--- config.mk ---
export PLATFORM = sky130hd
export DESIGN_NAME = alu_src_b_stage_flat
export DESIGN_NICKNAME = d
export VERILOG_FILES = /design/src/rtl/alu_src_b_pkg.sv /design/src/rtl/alu_src_b_if.sv /design/src/rtl/alu_src_b_select.sv /design/src/rtl/alu_src_b_stage.sv /design/src/flat_wrapper.sv
export SDC_FILE = /design/constraint.sdc
export NUM_CORES = 1
export LEC_CHECK = 0
export CAP_MARGIN = 20
export CORE_MARGIN = 3
export CORE_UTILIZATION = 30
export DETAILED_ROUTE_END_ITERATION = 16
export MAX_ROUTING_LAYER = met4
export PLACE_DENSITY = 0.65
export SKIP_CTS_REPAIR_TIMING = 1
export SLEW_MARGIN = 10
export SYNTH_ARGS = -nofsm -noshare
export SYNTH_HDL_FRONTEND = slang
export SYNTH_SLANG_ARGS = --single-unit
export TNS_END_PERCENT = 30
--- constraint.sdc ---
create_clock -name clk -period 4.2 [get_ports clk]
set_clock_uncertainty 0.15 [all_clocks]
set_input_delay 0.63 -clock clk [delete_from_list [all_inputs] [get_ports clk]]
set_output_delay 0.63 -clock clk [all_outputs]
set_load 0.05 [all_outputs]
--- src/rtl/alu_src_b_pkg.sv ---
// Shared definitions for the ALU operand-B source stage:
// occupancy state encoding and operand mode offsets.
package alu_src_b_pkg;

   typedef enum logic [1:0] {
      ST_EMPTY = 2'd0,
      ST_ONE   = 2'd1,
      ST_TWO   = 2'd2
   } state_t;

   localparam int OFS_CONST    = 0;
   localparam int OFS_IMM      = 1;
   localparam int OFS_IMM_SHL2 = 2;

endpackage

--- src/rtl/alu_src_b_if.sv ---
// Valid/ready bundle for the operand-B stage:
// upstream transfer on the in side, ALU-facing operand on the out side.
interface alu_src_b_if #(
   parameter int WIDTH    = 32,
   parameter int NUM_DATA = 3
);
   localparam int SEL_W = $clog2(NUM_DATA + 3);

   logic                      in_valid;
   logic                      in_ready;
   logic [SEL_W-1:0]          sel;
   logic [NUM_DATA*WIDTH-1:0] data_in;
   logic [15:0]               imm16;
   logic                      out_valid;
   logic                      out_ready;
   logic [WIDTH-1:0]          data_out;
   logic                      sel_err;

   modport master (
      output in_valid, sel, data_in, imm16, out_ready,
      input  in_ready, out_valid, data_out, sel_err
   );

   modport slave (
      input  in_valid, sel, data_in, imm16, out_ready,
      output in_ready, out_valid, data_out, sel_err
   );

endinterface

--- src/rtl/alu_src_b_select.sv ---
// Combinational operand-B mux: register channels, PC increment
// constant, sign-extended immediate and immediate shifted left by 2.
module alu_src_b_select
   import alu_src_b_pkg::*;
#(
   parameter int WIDTH     = 32,
   parameter int NUM_DATA  = 3,
   parameter int CONST_VAL = 4,
   localparam int SEL_W    = $clog2(NUM_DATA + 3)
) (
   input  logic [SEL_W-1:0]          i_sel,
   input  logic [NUM_DATA*WIDTH-1:0] i_data_in,
   input  logic [15:0]               i_imm16,
   output logic [WIDTH-1:0]          o_operand,
   output logic                      o_err
);

   logic [WIDTH-1:0] w_chan;
   logic [WIDTH-1:0] w_imm_sx;
   logic             w_is_data;
   logic             w_is_const;
   logic             w_is_imm;
   logic             w_is_shl;

   assign w_imm_sx   = {{(WIDTH-16){i_imm16[15]}}, i_imm16};
   assign w_is_data  = int'(i_sel) < NUM_DATA;
   assign w_is_const = int'(i_sel) == NUM_DATA + OFS_CONST;
   assign w_is_imm   = int'(i_sel) == NUM_DATA + OFS_IMM;
   assign w_is_shl   = int'(i_sel) == NUM_DATA + OFS_IMM_SHL2;

   // Pick the register channel addressed by sel.
   always_comb begin
      w_chan = '0;
      for (int k = 0; k < NUM_DATA; k++) begin
         if (i_sel == SEL_W'(k)) begin
            w_chan = i_data_in[k*WIDTH +: WIDTH];
         end
      end
   end

   // Decode mode; anything above the shifted immediate is an error.
   always_comb begin
      o_operand = '0;
      o_err     = 1'b0;
      unique case (1'b1)
         w_is_data:  o_operand = w_chan;
         w_is_const: o_operand = WIDTH'(CONST_VAL);
         w_is_imm:   o_operand = w_imm_sx;
         w_is_shl:   o_operand = w_imm_sx << 2;
         default:    o_err     = 1'b1;
      endcase
   end

endmodule

--- src/rtl/alu_src_b_stage.sv ---
// Operand-B pipeline stage: registered mux output behind a
// main + skid buffer so in_ready can come straight from a flop.
module alu_src_b_stage
   import alu_src_b_pkg::*;
#(
   parameter int WIDTH     = 32,
   parameter int NUM_DATA  = 3,
   parameter int CONST_VAL = 4,
   localparam int SEL_W    = $clog2(NUM_DATA + 3)
) (
   input  logic       clk,
   input  logic       reset,
   input  logic       flush,
   alu_src_b_if.slave bus
);

   state_t           r_state;
   state_t           w_state_nxt;
   logic             r_in_ready;
   logic             r_out_valid;
   logic [WIDTH-1:0] r_main_data;
   logic             r_main_err;
   logic [WIDTH-1:0] r_skid_data;
   logic             r_skid_err;

   logic [WIDTH-1:0] w_operand;
   logic             w_err;
   logic             w_in;
   logic             w_out;
   logic             w_load_main;
   logic             w_load_skid;
   logic             w_shift;

   alu_src_b_select #(
      .WIDTH     (WIDTH),
      .NUM_DATA  (NUM_DATA),
      .CONST_VAL (CONST_VAL)
   ) u_select (
      .i_sel     (bus.sel),
      .i_data_in (bus.data_in),
      .i_imm16   (bus.imm16),
      .o_operand (w_operand),
      .o_err     (w_err)
   );

   assign w_in  = bus.in_valid & r_in_ready;
   assign w_out = r_out_valid & bus.out_ready;

   assign bus.in_ready  = r_in_ready;
   assign bus.out_valid = r_out_valid;
   assign bus.data_out  = r_main_data;
   assign bus.sel_err   = r_main_err;

   // Occupancy register; ready/valid flags registered from next state.
   always_ff @(posedge clk) begin
      if (reset) begin
         r_state     <= ST_EMPTY;
         r_in_ready  <= 1'b1;
         r_out_valid <= 1'b0;
      end else begin
         r_state     <= w_state_nxt;
         r_in_ready  <= (w_state_nxt != ST_TWO);
         r_out_valid <= (w_state_nxt != ST_EMPTY);
      end
   end

   // Next occupancy from the in/out transfers; flush empties the stage.
   always_comb begin
      w_state_nxt = r_state;
      unique case (r_state)
         ST_EMPTY: if (w_in) w_state_nxt = ST_ONE;
         ST_ONE: begin
            if (w_in && !w_out)      w_state_nxt = ST_TWO;
            else if (!w_in && w_out) w_state_nxt = ST_EMPTY;
         end
         ST_TWO: if (w_out) w_state_nxt = ST_ONE;
         default: w_state_nxt = ST_EMPTY;
      endcase
      if (flush) w_state_nxt = ST_EMPTY;
   end

   // Datapath load enables derived from state and transfers.
   always_comb begin
      w_load_main = 1'b0;
      w_load_skid = 1'b0;
      w_shift     = 1'b0;
      if (!flush) begin
         unique case (r_state)
            ST_EMPTY: w_load_main = w_in;
            ST_ONE: begin
               w_load_main = w_in & w_out;
               w_load_skid = w_in & ~w_out;
            end
            ST_TWO: w_shift = w_out;
            default: ;
         endcase
      end
   end

   // Main and skid operand registers.
   always_ff @(posedge clk) begin
      if (reset) begin
         r_main_data <= '0;
         r_main_err  <= 1'b0;
         r_skid_data <= '0;
         r_skid_err  <= 1'b0;
      end else begin
         if (w_load_main) begin
            r_main_data <= w_operand;
            r_main_err  <= w_err;
         end else if (w_shift) begin
            r_main_data <= r_skid_data;
            r_main_err  <= r_skid_err;
         end
         if (w_load_skid) begin
            r_skid_data <= w_operand;
            r_skid_err  <= w_err;
         end
      end
   end

endmodule

--- src/flat_wrapper.sv ---
// flat-port wrapper written by rule: the top's interface ports become plain ports
module alu_src_b_stage_flat import alu_src_b_pkg::*;
#(
   parameter int WIDTH     = 32,
   parameter int NUM_DATA  = 3,
   parameter int CONST_VAL = 4,
   localparam int SEL_W    = $clog2(NUM_DATA + 3)
)
  (clk, reset, flush, bus_in_valid, bus_sel, bus_data_in, bus_imm16, bus_out_ready, bus_in_ready, bus_out_valid, bus_data_out, bus_sel_err);
  alu_src_b_if #(.WIDTH(WIDTH), .NUM_DATA(NUM_DATA)) bus_i ();
  input  logic clk;
  input  logic reset;
  input  logic flush;
  input wire logic [$bits(bus_i.in_valid)-1:0] bus_in_valid;
  input wire logic [$bits(bus_i.sel)-1:0] bus_sel;
  input wire logic [$bits(bus_i.data_in)-1:0] bus_data_in;
  input wire logic [$bits(bus_i.imm16)-1:0] bus_imm16;
  input wire logic [$bits(bus_i.out_ready)-1:0] bus_out_ready;
  output wire logic [$bits(bus_i.in_ready)-1:0] bus_in_ready;
  output wire logic [$bits(bus_i.out_valid)-1:0] bus_out_valid;
  output wire logic [$bits(bus_i.data_out)-1:0] bus_data_out;
  output wire logic [$bits(bus_i.sel_err)-1:0] bus_sel_err;
  assign bus_i.in_valid = bus_in_valid;
  assign bus_i.sel = bus_sel;
  assign bus_i.data_in = bus_data_in;
  assign bus_i.imm16 = bus_imm16;
  assign bus_i.out_ready = bus_out_ready;
  assign bus_in_ready = bus_i.in_ready;
  assign bus_out_valid = bus_i.out_valid;
  assign bus_data_out = bus_i.data_out;
  assign bus_sel_err = bus_i.sel_err;
  alu_src_b_stage #(.WIDTH(WIDTH), .NUM_DATA(NUM_DATA), .CONST_VAL(CONST_VAL)) u_core (.clk(clk), .reset(reset), .flush(flush), .bus(bus_i));
endmodule
==> results_dict.tcl <==
set metrics [dict create \
    status "finished clean" \
    ys_warn_count 0 \
    synth-edff-count 0 \
    worstPathArrival_ps 2700 \
    crit_family "simple AND/OR/NAND/NOR gates" \
    synthArstFlopShare_pct 0 \
    holdWs_ps 326 \
    dieHeight_um 120 \
    clock_sinks 70 \
    power_density_nw_per_um2 323 \
    coreArea_um2 12300 \
    dp_slack_ps 1180 \
    ant_nets 0 \
    n_antenna_cell 0 \
    drtPass1Iterations 5 \
    cpPeakStageDelay_ps 930 \
    dieArea_um2 14300 \
    postSynthCellCount 406 \
    num_vias 3664 \
    htreeDepth 3 \
    yosysUniqueCellTypes 37 \
    grt_overflow 0 \
    gp_congestion 0.806 \
    max_freq_ghz 0.372 \
    post-route-min-period_ps 2690 \
    layout-drive-gt1-share_pct 9.28 \
    slew_violations 0 \
    synth_top_cell_area_share_pct 36.2 \
    stdcell_area_um2 5770 \
    rsz0062_at_grt "no" \
    n_fill_cell 1218 \
    layout_commonest_cell "clkdlybuf4s50_1" \
    crit_slowest_cell "and3b_2" \
    post_dp_cell_area_um2 5460 \
    io_pins 155 \
    start_kind "primary input" \
    synth_flop_cell "dfxtp_1" \
    p_leak_nw 1.95 \
    syn_to_final_growth_pct 49.2 \
    peakVddDrop_v 0.000190 \
    grt_pass1_wl_mm 20.1 \
    synthTopCellsByArea "dfxtp_1 36%, mux2i_1 20%, a211oi_1 6.6%, o22ai_2 6.5%, o21ai_0 4.3%" \
    crit_type "primary input to flop" \
    layout_common_cells "152 x clkdlybuf4s50_1, 79 x mux2i_1, 70 x dfxtp_1" \
    crit_fanout 33 \
    antenna_found_initial 0 \
    hold_viol_final 0 \
    tightest_slew_ps 1080 \
    drc 0 \
    numPortBuffers 154 \
    viasPerCell 5.18 \
    setup_viol 0 \
    syn_area_um2 3870 \
    end_kind "flop" \
    syn_avg_cell_area_um2 9.52 \
    worstPathRequired_ps 4220 \
    place_hpwl_mm 9.05 \
    dr.first_iter.drc_count 188 \
    num-nets-final 655 \
    worstPathCellList "clkdlybuf4s50_1, and2_1, and3b_2, mux2i_1, o22ai_2" \
    finalWirelength_mm 12.7 \
    synth_fp_nets 526 \
    setup_tns_ps 0 \
    holdCritPathClass "flop to flop" \
    synth-seq-cells 70 \
    cts_tree "done" \
    start_util_pct 31.4 \
    cts.clk_slew.worst_paths_ps 50 \
    cts_root_buf "clkbuf_16" \
    num_rows 40 \
    worst_slack_ps 1510 \
    grt_max_degree 67 \
    timing.final.crit_share_pct 64.0 \
    cts_buffers 9 \
    synth_top_area_cell "dfxtp_1" \
    wl_per_cell_um 18.0 \
    clk_latency_ps 330 \
    die_x_um 120 \
    relSlewSlack_pct 28.0 \
    crit_buf_inv 1 \
    drv_cap 0 \
    grt_pass1_vias 3805 \
    grt_use_total_pct 17.9 \
    seq_area_frac_synth_pct 36.2 \
    clock_path_buffers 2 \
]
==> flip-flops by register name, summed over array words and instances, names as in the netlist <==
signal / count
u_core.bus.data_out: 32
u_core.r_skid_err: 1
u_core.r_state: 2
u_core.bus.out_valid: 1
u_core.bus.sel_err: 1
u_core.r_skid_data: 32
u_core.bus.in_ready: 1
==> worst paths after layout <==
kind	to	startpoint	cells past startpoint	slack [ps]
worst max register to register	u_core.bus.data_out[3]$_SDFFE_PP0P_	u_core.r_state[1]$_SDFF_PP0_	4	1820
worst min register to register	u_core.r_skid_err$_SDFFE_PP0P_	u_core.r_skid_err$_SDFFE_PP0P_	2	330
worst max-delay path	u_core.bus.data_out[3]$_SDFFE_PP0P_	bus_out_ready	5	1510
worst min-delay path	u_core.r_skid_err$_SDFFE_PP0P_	u_core.r_skid_err$_SDFFE_PP0P_	2	330
==> worst register-to-register path, stage by stage, from the launching register on <==
cell and delay [ps]:
dfxtp_1 460, and2b_1 210, and3b_2 930, mux2i_1 360
o22ai_2 110
==> through the flow <==
step	cells	utilization, %	power, mW
after floorplan	406	-	0.914
after global placement	692	44.4	1.09
after detailed placement	692	44.4	1.09
after CTS	707	46.8	1.88
after global routing	707	46.8	1.94
final	707	46.8	1.86
==> logic make-up (layout without fill, tap and decap cells) <==
| logic type | Yosys count | in the layout | share of synthesized area, % |
|---|---|---|---|
| AO/OA/AOI/OAI | 155 | 155 | 30.3 |
| buffers and inverters | 46 | 179 | 5.73 |
| flip-flops | 70 | 70 | 36.2 |
| multiplexers | 79 | 79 | 20.5 |
| AND/OR/NAND/NOR | 56 | 56 | 7.25 |
==> synth_stat cells, types with 2 or more instances <==
| cell type | n |
|---|---|
| o22a_1 | 15 |
| nand3b_1 | 3 |
| o2bb2ai_1 | 14 |
| inv_1 | 3 |
| o22ai_1 | 12 |
| clkbuf_1 | 17 |
| mux2i_1 | 79 |
| and2_1 | 2 |
| buf_1 | 4 |
| a211oi_1 | 34 |
| o22ai_2 | 20 |
| nor2_1 | 35 |
| nand2b_1 | 2 |
| buf_6 | 3 |
| nor2b_1 | 2 |
| nand2_1 | 2 |
| dfxtp_1 | 70 |
| buf_2 | 18 |
| o21ai_0 | 33 |
| a21oi_1 | 21 |
==> cell type report <==
type / count / area [um^2] / share of cell area [%]
tap: 168 / 210 / 3.65
clock buffer: 10 / 229 / 3.97
sequential: 70 / 1400 / 24.3
timing repair buffer: 161 / 1580 / 27.5
multi-input combinational: 290 / 2260 / 39.1
inverter: 3 / 11.3 / 0.195
clock inverter: 5 / 75.1 / 1.30
==> report_power, final <==
part,total (mW),internal (mW),switching [mW]
logic,0.383,0.192,0.191
clock network,0.784,0.513,0.271
registers,0.697,0.685,0.0117
==> layer usage <==
metal  up-vias  wire length [um]  track usage, %
met5         -                 0               -
met4         0               163            4.44
met3        13               788            5.18
met2        95              6390            30.0
met1      1748              5390            21.3
li1       1808                 -               -
(Power assumes the default switching activity.)
